`src/rtl/issue_ctrl_if.sv`:
```
// Decode/writeback/execute bundle seen by the issue controller.
// master = pipeline side driving decode and completion events, slave = issue_ctrl.
interface issue_ctrl_if;
    logic       dec_valid_i;
    logic [4:0] dec_rs1_i;
    logic [4:0] dec_rs2_i;
    logic       dec_use_rs1_i;
    logic       dec_use_rs2_i;
    logic [4:0] dec_rd_i;
    logic       dec_wr_rd_i;
    logic       wb_valid_i;
    logic [4:0] wb_rd_i;
    logic       kill_valid_i;
    logic [4:0] kill_rd_i;
    logic       branch_taken_i;
    logic       issue_o;
    logic       stall_o;
    logic       flush_o;
    logic [1:0] state_o;
    logic       err_o;

    modport master (
        output dec_valid_i, dec_rs1_i, dec_rs2_i, dec_use_rs1_i, dec_use_rs2_i,
        output dec_rd_i, dec_wr_rd_i, wb_valid_i, wb_rd_i,
        output kill_valid_i, kill_rd_i, branch_taken_i,
        input  issue_o, stall_o, flush_o, state_o, err_o
    );

    modport slave (
        input  dec_valid_i, dec_rs1_i, dec_rs2_i, dec_use_rs1_i, dec_use_rs2_i,
        input  dec_rd_i, dec_wr_rd_i, wb_valid_i, wb_rd_i,
        input  kill_valid_i, kill_rd_i, branch_taken_i,
        output issue_o, stall_o, flush_o, state_o, err_o
    );
endinterface

```
`src/rtl/issue_ctrl.sv`:
```
// Issue controller: per-register pending-writer scoreboard, RAW/WAW-saturation stall and branch flush sequencing.
// Optional macro ISSUE_CTRL_BYPASS_EN lets a source read issue in the same cycle as its producer's writeback.
module issue_ctrl #(
    parameter int FLUSH_CYCLES = 2
) (
    input  logic         clk,
    input  logic         rst_n,
    issue_ctrl_if.slave  bus
);

    typedef enum logic [1:0] {
        RUN   = 2'd0,
        STALL = 2'd1,
        FLUSH = 2'd2
    } state_t;

    localparam logic [2:0] FLUSH_LOAD = 3'(FLUSH_CYCLES - 1);

    state_t     state;
    state_t     state_next;
    logic [2:0] flush_cnt;
    logic [2:0] flush_cnt_next;
    logic       flush_q;
    logic       err;

    logic [1:0] count      [32];
    logic [1:0] count_next [32];
    logic [2:0] count_up   [32];
    logic [2:0] count_dn   [32];
    logic [2:0] count_diff [32];
    logic [31:0] underflow;

    logic [31:0] wr_hit;
    logic [31:0] wb_hit;
    logic [31:0] kill_hit;

    logic rs1_bypass;
    logic rs2_bypass;
    logic rs1_hazard;
    logic rs2_hazard;
    logic rd_hazard;
    logic hazard;
    logic issue;
    logic stall;

`ifdef ISSUE_CTRL_BYPASS_EN
    // A single outstanding writer retiring this very cycle can be forwarded from writeback.
    assign rs1_bypass = (count[bus.dec_rs1_i] == 2'd1) & bus.wb_valid_i & (bus.wb_rd_i == bus.dec_rs1_i);
    assign rs2_bypass = (count[bus.dec_rs2_i] == 2'd1) & bus.wb_valid_i & (bus.wb_rd_i == bus.dec_rs2_i);
`else
    assign rs1_bypass = 1'b0;
    assign rs2_bypass = 1'b0;
`endif

    assign rs1_hazard = bus.dec_use_rs1_i & (bus.dec_rs1_i != 5'd0)
                      & (count[bus.dec_rs1_i] != 2'd0) & ~rs1_bypass;
    assign rs2_hazard = bus.dec_use_rs2_i & (bus.dec_rs2_i != 5'd0)
                      & (count[bus.dec_rs2_i] != 2'd0) & ~rs2_bypass;
    // A saturated counter cannot record another writer, so the destination must wait.
    assign rd_hazard  = bus.dec_wr_rd_i & (bus.dec_rd_i != 5'd0)
                      & (count[bus.dec_rd_i] == 2'd3);
    assign hazard     = bus.dec_valid_i & (rs1_hazard | rs2_hazard | rd_hazard);

    always_comb begin
        wr_hit   = '0;
        wb_hit   = '0;
        kill_hit = '0;
        if (issue && bus.dec_wr_rd_i && bus.dec_rd_i != 5'd0) begin
            wr_hit[bus.dec_rd_i] = 1'b1;
        end
        if (bus.wb_valid_i && bus.wb_rd_i != 5'd0) begin
            wb_hit[bus.wb_rd_i] = 1'b1;
        end
        if (bus.kill_valid_i && bus.kill_rd_i != 5'd0) begin
            kill_hit[bus.kill_rd_i] = 1'b1;
        end
    end

    // Increment and both decrements land together; going below zero clamps and flags underflow.
    always_comb begin
        underflow = '0;
        for (int i = 0; i < 32; i++) begin
            count_up[i]   = {1'b0, count[i]} + {2'b00, wr_hit[i]};
            count_dn[i]   = {2'b00, wb_hit[i]} + {2'b00, kill_hit[i]};
            count_diff[i] = count_up[i] - count_dn[i];
            if (count_dn[i] > count_up[i]) begin
                count_next[i] = 2'd0;
                underflow[i]  = 1'b1;
            end else begin
                count_next[i] = count_diff[i][1:0];
            end
        end
    end

    always_ff @(posedge clk or negedge rst_n) begin
        if (!rst_n) begin
            for (int i = 0; i < 32; i++) begin
                count[i] <= 2'd0;
            end
            err <= 1'b0;
        end else begin
            for (int i = 0; i < 32; i++) begin
                count[i] <= count_next[i];
            end
            err <= err | (|underflow);
        end
    end

    always_ff @(posedge clk or negedge rst_n) begin
        if (!rst_n) begin
            state     <= RUN;
            flush_cnt <= 3'd0;
            flush_q   <= 1'b0;
        end else begin
            state     <= state_next;
            flush_cnt <= flush_cnt_next;
            flush_q   <= (state_next == FLUSH);
        end
    end

    always_comb begin
        state_next     = state;
        flush_cnt_next = flush_cnt;
        if (bus.branch_taken_i) begin
            state_next     = FLUSH;
            flush_cnt_next = FLUSH_LOAD;
        end else begin
            case (state)
                RUN: begin
                    if (hazard) begin
                        state_next = STALL;
                    end
                end
                STALL: begin
                    if (!hazard) begin
                        state_next = RUN;
                    end
                end
                FLUSH: begin
                    if (flush_cnt == 3'd0) begin
                        state_next = RUN;
                    end else begin
                        flush_cnt_next = flush_cnt - 3'd1;
                    end
                end
                default: begin
                    state_next = RUN;
                end
            endcase
        end
    end

    always_comb begin
        issue = bus.dec_valid_i & ~hazard & (state != FLUSH) & ~bus.branch_taken_i;
        stall = bus.dec_valid_i & ~issue;
    end

    assign bus.issue_o = issue;
    assign bus.stall_o = stall;
    assign bus.flush_o = flush_q;
    assign bus.state_o = state;
    assign bus.err_o   = err;

endmodule

```
`src/flat_wrapper.sv`:
```
// flat-port wrapper written by rule: the top's interface ports become plain ports
module issue_ctrl_flat 
#(
    parameter int FLUSH_CYCLES = 2
)
  (clk, rst_n, bus_dec_valid_i, bus_dec_rs1_i, bus_dec_rs2_i, bus_dec_use_rs1_i, bus_dec_use_rs2_i, bus_dec_rd_i, bus_dec_wr_rd_i, bus_wb_valid_i, bus_wb_rd_i, bus_kill_valid_i, bus_kill_rd_i, bus_branch_taken_i, bus_issue_o, bus_stall_o, bus_flush_o, bus_state_o, bus_err_o);
  issue_ctrl_if bus_i ();
  input  logic clk;
  input  logic rst_n;
  input wire logic [$bits(bus_i.dec_valid_i)-1:0] bus_dec_valid_i;
  input wire logic [$bits(bus_i.dec_rs1_i)-1:0] bus_dec_rs1_i;
  input wire logic [$bits(bus_i.dec_rs2_i)-1:0] bus_dec_rs2_i;
  input wire logic [$bits(bus_i.dec_use_rs1_i)-1:0] bus_dec_use_rs1_i;
  input wire logic [$bits(bus_i.dec_use_rs2_i)-1:0] bus_dec_use_rs2_i;
  input wire logic [$bits(bus_i.dec_rd_i)-1:0] bus_dec_rd_i;
  input wire logic [$bits(bus_i.dec_wr_rd_i)-1:0] bus_dec_wr_rd_i;
  input wire logic [$bits(bus_i.wb_valid_i)-1:0] bus_wb_valid_i;
  input wire logic [$bits(bus_i.wb_rd_i)-1:0] bus_wb_rd_i;
  input wire logic [$bits(bus_i.kill_valid_i)-1:0] bus_kill_valid_i;
  input wire logic [$bits(bus_i.kill_rd_i)-1:0] bus_kill_rd_i;
  input wire logic [$bits(bus_i.branch_taken_i)-1:0] bus_branch_taken_i;
  output wire logic [$bits(bus_i.issue_o)-1:0] bus_issue_o;
  output wire logic [$bits(bus_i.stall_o)-1:0] bus_stall_o;
  output wire logic [$bits(bus_i.flush_o)-1:0] bus_flush_o;
  output wire logic [$bits(bus_i.state_o)-1:0] bus_state_o;
  output wire logic [$bits(bus_i.err_o)-1:0] bus_err_o;
  assign bus_i.dec_valid_i = bus_dec_valid_i;
  assign bus_i.dec_rs1_i = bus_dec_rs1_i;
  assign bus_i.dec_rs2_i = bus_dec_rs2_i;
  assign bus_i.dec_use_rs1_i = bus_dec_use_rs1_i;
  assign bus_i.dec_use_rs2_i = bus_dec_use_rs2_i;
  assign bus_i.dec_rd_i = bus_dec_rd_i;
  assign bus_i.dec_wr_rd_i = bus_dec_wr_rd_i;
  assign bus_i.wb_valid_i = bus_wb_valid_i;
  assign bus_i.wb_rd_i = bus_wb_rd_i;
  assign bus_i.kill_valid_i = bus_kill_valid_i;
  assign bus_i.kill_rd_i = bus_kill_rd_i;
  assign bus_i.branch_taken_i = bus_branch_taken_i;
  assign bus_issue_o = bus_i.issue_o;
  assign bus_stall_o = bus_i.stall_o;
  assign bus_flush_o = bus_i.flush_o;
  assign bus_state_o = bus_i.state_o;
  assign bus_err_o = bus_i.err_o;
  issue_ctrl #(.FLUSH_CYCLES(FLUSH_CYCLES)) u_core (.clk(clk), .rst_n(rst_n), .bus(bus_i));
endmodule
```
`config.mk`:
```
export PLATFORM = sky130hd
export DESIGN_NAME = issue_ctrl_flat
export DESIGN_NICKNAME = d
export VERILOG_FILES = /design/src/rtl/issue_ctrl_if.sv /design/src/rtl/issue_ctrl.sv /design/src/flat_wrapper.sv
export SDC_FILE = /design/constraint.sdc
export NUM_CORES = 1
export LEC_CHECK = 0
export ABC_AREA = 1
export CAP_MARGIN = 5
export CORE_MARGIN = 8
export CORE_UTILIZATION = 45
export CTS_CLUSTER_SIZE = 12
export DETAILED_ROUTE_END_ITERATION = 6
export PLACE_DENSITY = 0.64
export SLEW_MARGIN = 10
export SYNTH_ARGS = -nofsm -noshare
export SYNTH_HDL_FRONTEND = slang
export SYNTH_SLANG_ARGS = --single-unit
export TNS_END_PERCENT = 100
```
`constraint.sdc`:
```
create_clock -name clk -period 2.99 [get_ports clk]
set_input_delay 0.299 -clock clk [delete_from_list [all_inputs] [get_ports clk]]
set_output_delay 0.299 -clock clk [all_outputs]
set_load 0.02 [all_outputs]
```
==> results of run 1 <==
## critical path, stage by stage, from the launching register on
cell	delay (ns)
dfrtp_2	0.45
nor2_1	0.15
nand2_1	0.08
nand3_1	0.07
nand2_1	0.09
nand2_2	0.09
nand3_1	0.09
nand2_1	0.07
nand2_1	0.06
nand3_2	0.10
nand2_2	0.08
nor2_4	0.12
nand3_4	0.10
buf_12	0.15
buf_12	0.15
nor2_4	0.12
ha_4	0.15
ha_4	0.21
inv_4	0.06
ha_4	0.20
a21oi_2	0.13
nor2_2	0.06
nand2_1	0.09
nand4_1	0.22
nor4_2	0.35
buf_4	0.15
nand3b_1	0.09
## routing by layer
layer  vias to the layer above  GRT usage
met5                         -          0
met4                         0      0.124
met3                       130     0.0615
met2                       468      0.437
met1                      4406      0.304
li1                       4532          -
## metrics by stage
stage	cell area, um2	hold slack, ns	worst slack (ns)	util
after floorplan	8590	0.00341	-0.112	-
after global placement	11200	0.406	-1.28	0.605
after detailed placement	11200	0.407	-1.33	0.605
after CTS	12700	0.0332	-0.607	0.685
after global routing	13600	0.0586	-1.07	0.732
final	13600	-0.00361	-0.828	0.732
## worst max path at each step
stage	cells after the start	slack, ns	to	start
after global routing	25	-1.07	u_core.bus.err_o	u_core.count[32]
after detailed placement	28	-1.33	u_core.bus.err_o	bus_dec_rs2_i[1]
after CTS	26	-0.61	u_core.bus.err_o	u_core.count[59]
after floorplan	27	-0.11	u_core.bus.err_o	bus_dec_rd_i[0]
after global placement	28	-1.28	u_core.bus.err_o	bus_dec_rs2_i[1]
final	26	-0.83	u_core.bus.err_o	u_core.count[8]
## cells in the final DEF, fill, tap and decap left out, types with 3 or more instances in the layout
master	synthesis	routed
conb_1	1	3
o21bai_1	8	8
nand2_2	1	34
nand2_1	298	263
inv_4	0	14
clkdlybuf4s50_1	0	25
nand3_2	0	4
ha_4	0	81
a21oi_2	0	17
clkinv_2	0	3
dfrtp_1	71	62
buf_6	9	27
nor2_2	32	38
nand3_1	52	48
o21ai_1	1	5
ha_2	0	3
buf_12	0	14
xnor2_2	0	5
xnor2_1	32	27
buf_4	1	264
ha_1	194	110
nor3_2	0	7
o21ai_0	37	30
o211ai_1	3	3
and3_1	6	5
nand4_1	25	25
dlygate4sd2_1	0	7
nor2_4	2	39
nor3_1	14	7
dfrtp_2	0	9
inv_2	3	37
nor2_1	175	132
inv_1	217	168
clkbuf_16	0	9
o21ai_2	0	3
a21oi_1	24	6
## power by group
| group | leakage (nW) | switching [mW] | internal, mW |
|---|---|---|---|
| Sequential | 0.937 | 0.314 | 1.22 |
| Clock | 0.151 | 0.459 | 0.682 |
| Combinational | 5.61 | 2.36 | 2.40 |
## cell type report
cell class	instances	area, um2
Multi-Input combinational cell	917	7330
Fill cell	1323	4990
Timing Repair Buffer	346	3000
Sequential cell	71	1790
Inverter	222	886
Tap cell	234	293
Clock buffer	11	253
Clock inverter	4	45.0
## registers in the layout, summed over array words and instances, names as in the netlist
| signal | cells |
|---|---|
| u_core.bus.flush_o | 1 |
| u_core.bus.err_o | 1 |
| u_core.count | 64 |
| u_core.bus.state_o | 2 |
| u_core.flush_cnt | 3 |
## kinds of logic (layout without fill, tap and decap cells)
family | count (synthesis) | in the layout | share of synthesized area
xor gates and xnor gates | 32 | 32 | 0.0331
adders and majority gates | 194 | 194 | 0.287
AOI/OAI and AO/OA | 77 | 77 | 0.0500
other | 1 | 3 | 0.000443
DFF | 71 | 71 | 0.210
buffers and inverters | 239 | 583 | 0.115
and+or+nand+nor | 611 | 611 | 0.305
## timing repair
item	CTS	global route
cloned	3	0
buffers inserted	35	25
endpoints found under the setup margin	65	64
gates resized for setup	210	200
pin swaps	80	124
==> key figures, run 1 <==
Drt
  • Vias/cell: 5.28
  • Met2 Wirelength: 15.1 mm
  • Remaining DRCs: 0
  • Final WL: 31.7 mm
  • Via count: 9,536
  • Wirelength per Cell: 17.5 um
  • Top Layer Used: met4
  • DR iter-0 viols: 932
  • DRT Pass-1 Iters: 6
  • Met1 wire length: 12.2 mm
  • Final antenna-violating net count: 0
  • Met3 wire len: 2.78 mm

Clock tree
  • TritonCTS buffer count: 9
  • H-Tree Level Count: 3
  • Worst-path clk slew: 0.06 ns
  • Root buf cell: clkbuf_16
  • CTS Sinks: 71
  • Clock buffer depth: 2
  • Worst-skew pair later-pin latency: 0.36 ns
  • CTS tree: done
  • Hold_buf cts: 0

Final layout
  • Final nets: 1,795
  • Diode count: 0
  • Final non-filler cell total: 1,805
  • Layout cell share with drive strength beyond 1: 0.400
  • Area growth syn-to-layout: 60.6%

Timing
  • Skew final: 0.00908 ns
  • Final period utilization: 1.28
  • Unrepaired setup endpoints after global routing: true
  • Final TNS setup: -7.07 ns
  • Slew headroom: 0.494
  • WHS: -0.00361 ns
  • Final Slew Violations: 0
  • Final Setup Violations: 53
  • Slack of the critical path: -0.828 ns
  • Final hold violation count: 1
  • Crit path time final: 3.82 ns
  • Slew @ Worst Pin: 0.758 ns
  • Highest clock rate: 0.262 GHz

Floorplan
  • Die H: 153 um
  • I/O pin cnt: 40
  • Die Wd: 153 um
  • Site row count: 50
  • Initial Utilization: 0.456
  • Core area: 18,600 um2
  • Die outline area: 23,500 um2

Power
  • Leakage power: 6.69 nW
  • Power, Total: 7.44 mW
  • Peak supply drop: 343 uV
  • Pwr Density: 547 nW/um2

Logic synthesis
  • Synth area leaders: ha_1 (29%), dfrtp_1 (21%), nand2_1 (13%), inv_1 (9.6%), nor2_1 (7.8%)
  • Mapped cell area: 8460 um2
  • Sequential share of the synthesized area: 0.210
  • Post-synth top area cell: ha_1
  • Synth top area share: 0.287
  • Post-synth ARST share: 1.00
  • Synth Warn #: 0
  • Avg Cell Area, Syn: 6.91 um2
  • Synth top cells by count: nand2_1 (298), inv_1 (217), ha_1 (194), nor2_1 (175), dfrtp_1 (71)
  • Post-Synthesis Cells: 1,225
  • Synth cell types: 33
  • Post-synth EDFFs: 0
  • Synth Flop Type: dfrtp_1
  • Most frequent cell after synthesis: nand2_1
  • Post-synthesis register bit count: 71

Placement
  • DP Cell Count: 1,751
  • GPL Wtd Cong: 0.949
  • Dpl hpwl: 21.9 mm
  • PortBufs: 39

GRT
  • First-pass GRT wire length: 48.0 mm
  • Pin count of the biggest net entering global routing: 53
  • Total Routing Usage GR: 0.259
  • GR Overflow Total: 0
  • Initial antenna violation count: 0
  • Number of global-route vias before repair: 9,580

Setup path
  • Crit-path max FO: 8
  • Required time of the critical path: 3.22 ns
  • Crit path arrival time: 4.05 ns
  • Crit Reg-Reg Startpoint: u_core.count[8]
  • Cells on worst reg2reg path: 26
  • Startpoint Class: flop
  • Worst setup EP type: flop
  • R2R setup slack: -0.83 ns
  • R2r endpoint: u_core.bus.err_o
  • Critical path class: reg -> reg

Worst hold path
  • Hold crit path type: in -> async

Status
  • Status: complete, but fails checks
  • Violated checks: hold timing, setup timing

Job
  • Max cap viols: 0
Power figures use the tool's default switching activity.
==> run 2, diff against run 1 <==
- CORE_UTILIZATION: 45 -> 63
- PLACE_DENSITY: 0.64 -> 0.82
- SETUP_SLACK_MARGIN: unset -> 0.3
- clock period: 2.99 -> 3.9 ns (I/O delays scaled with it)
==> key figures, run 2 (same netlist as run 1, synthesis figures left out) <==
Status
  • Status: complete, but fails checks
  • Violated checks: DRC, setup timing

Drt
  • Vias/cell: 5.82 (+10%)
  • Final antenna-violating net count: 0 (unchanged)
  • Final WL: 30.4 mm (-4.1%)
  • DRT Pass-1 Iters: 7 (+1)
  • Wirelength per Cell: 18.7 um (+6.9%)
  • DR iter-0 viols: 1,392 (+49%)
  • Remaining DRCs: 117 (+117)
  • Via count: 9,428 (-1.1%)

GRT
  • Total Routing Usage GR: 0.304 (+0.0456)
  • Initial antenna violation count: 0 (unchanged)
  • Number of global-route vias before repair: 8,836 (-7.8%)
  • GR Overflow Total: 0 (unchanged)
  • Pin count of the biggest net entering global routing: 72 (+36%)
  • First-pass GRT wire length: 42.7 mm (-11%)

Timing
  • Highest clock rate: 0.245 GHz (-6.4%)
  • Slew @ Worst Pin: 1.01 ns (+0.248 ns)
  • Unrepaired setup endpoints after global routing: true
  • Final Setup Violations: 1 (-98%)
  • WHS: 0.178 ns (+0.182 ns)
  • Skew final: 0.00770 ns (-0.00139 ns)
  • Slack of the critical path: -0.178 ns (+0.650 ns)
  • Final Slew Violations: 0 (unchanged)
  • Final hold violation count: 0 (-1)
  • Slew headroom: 0.329 (-0.166)
  • Crit path time final: 4.08 ns (+0.260 ns)
  • Final period utilization: 1.05 (-0.231)

Power
  • Sw Ratio: 0.440 (+0.0184)
  • Seq pwr share: 0.251 (+0.045)
  • Pwr Density: 447 nW/um2 (-18%)
  • Cell-internal power: 2.81 mW (-35%)
  • Logic pwr share: 0.559 (-0.082)
  • Leakage power: 6.02 nW (-10%)
  • Power, Total: 5.02 mW (-33%)
  • Clock power share: 0.190 (+0.037)
  • Psw: 2.21 mW (-30%)
  • Peak supply drop: 283 uV (-18%)

Final layout
  • Area occupied by multi-input gates: 6170 um2 (-16%)
  • Most common cell after layout, fill and taps aside: nand2_1
  • Max reg flops: 64 (unchanged)
  • Final core occ: 0.850 (+0.119)
  • Final nets: 1,665 (-7.2%)
  • Most frequent cells in the layout: nand2_1 (288), inv_1 (203), ha_1 (173), nor2_1 (162), buf_4 (152)
  • Area growth syn-to-layout: 32.5%
  • FILL cells: 719 (-46%)
  • Register area: 1800 um2 (+0.42%)
  • Biggest register: u_core.count
  • Layout cell share with drive strength beyond 1: 0.232 (-0.168)

Setup path
  • Crit-path max FO: 4 (-4)
  • Required time of the critical path: 4.14 ns (+0.92 ns)
  • CP max-delay cell: dfrtp_1
  • Largest stage delay, worst path: 0.50 ns (+0.05 ns)
  • Most Frequent Cell on Critical Path: nor2_1
  • Startpoint Class: flop
  • Critical path class: reg -> reg
  • Crit path arrival time: 4.31 ns (+0.26 ns)
  • Worst setup EP type: flop

Placement
  • PortBufs: 39 (unchanged)
  • Dpl hpwl: 20.1 mm (-7.9%)
  • GPL Wtd Cong: 1.04 (+9.2%)

Floorplan
  • Die outline area: 17,400 um2 (-26%)
  • Initial Utilization: 0.642 (+0.186)
  • Site row count: 42 (-16%)
  • Die Wd: 132 um (-14%)
  • I/O pin cnt: 40 (unchanged)
  • Core area: 13,200 um2 (-29%)
  • Die H: 132 um (-14%)

Clock tree
  • Worst-path clk slew: 0.06 ns (about the same)
  • Worst-skew pair later-pin latency: 0.36 ns (about the same)
  • H-Tree Level Count: 3 (unchanged)
  • TritonCTS buffer count: 9 (unchanged)
  • CTS tree: done
  • Clock buffer depth: 2 (unchanged)
  • Root buf cell: clkbuf_16
  • CTS Sinks: 71 (unchanged)
  • Hold_buf cts: 0 (unchanged)

Job
  • Max cap viols: 0 (unchanged)

Worst hold path
  • Hold crit path type: in -> async
[run 2: cell count changes in the layout (fill, tap and decap cells not counted), moves of 30 or more]
cell / before / now
ha_1: 110 / 173
buf_4: 264 / 152
ha_4: 81 / 17
inv_1: 168 / 203
nor2_1: 132 / 162
[run 2: power by group through the flow]
stage	clock network [mW]	logic [mW]	registers, mW
after CTS	0.944	2.40	1.18
after detailed placement	0	2.31	1.19
after global placement	0	2.23	1.19
final	0.955	2.80	1.26
after global routing	0.978	3.06	1.26
after floorplan	0	1.42	1.09
[run 2: final cells by class]
class,count,area share
Tap cell,176,0.0196
Timing Repair Buffer,216,0.165
Multi-Input combinational cell,917,0.550
Antenna cell,1,0.000223
Clock buffer,11,0.0225
Inverter,222,0.0757
Sequential cell,71,0.160
Clock inverter,5,0.00714
[run 2: worst max-delay path: cells and delay by family, from the launching register on]
kind / cells / cell delay (ns)
buffers and inverters: 6 / 0.69
AO/OA/AOI/OAI: 1 / 0.14
adder cells (fa/ha/maj): 3 / 0.54
flip-flops: 1 / 0.50
AND/OR/NAND/NOR: 18 / 2.05
[run 2: what timing repair did]
action,4_1_cts,5_1_grt
gates resized for setup,39,134
pin swaps,12,67
gates cloned,0,2
setup buffers,11,22
setup endpoints to repair,2,7
[run 2: metal layers]
layer  vias to the layer above  global-route usage  share of wire
met2                       626               0.482           0.44
met3                       238              0.0697           0.12
li1                       4266                   -              -
met1                      4298               0.372           0.37
met5                         -                   0              0
met4                         0               0.174          0.073
[run 2: worst paths after layout]
path	startpoint	to	slack, ns	depth (start not counted)
max in group asynchronous	rst_n	u_core.count[40]	3.00	1
hold / removal	rst_n	u_core.count[28]	0.18	1
setup reg to reg	u_core.count[59]	u_core.bus.err_o	-0.18	28
hold reg to reg	u_core.flush_cnt[0]	u_core.flush_cnt[0]	0.50	1
setup / recovery	u_core.count[59]	u_core.bus.err_o	-0.18	28
min in group clk	u_core.flush_cnt[0]	u_core.flush_cnt[0]	0.50	1
[run 2: metrics by stage]
stage | setup slack (ns) | std cells | instance area [um2] | TNS, ns
2_1_floorplan | 0.575 | 1227 | 8470 | 0
3_3_place_gp | -0.441 | 1567 | 10100 | -0.441
3_5_place_dp | -0.527 | 1567 | 10100 | -0.618
4_1_cts | 0.180 | 1594 | 10600 | 0
5_1_grt | -0.355 | 1618 | 11200 | -0.382
6_report | -0.178 | 1619 | 11200 | -0.178
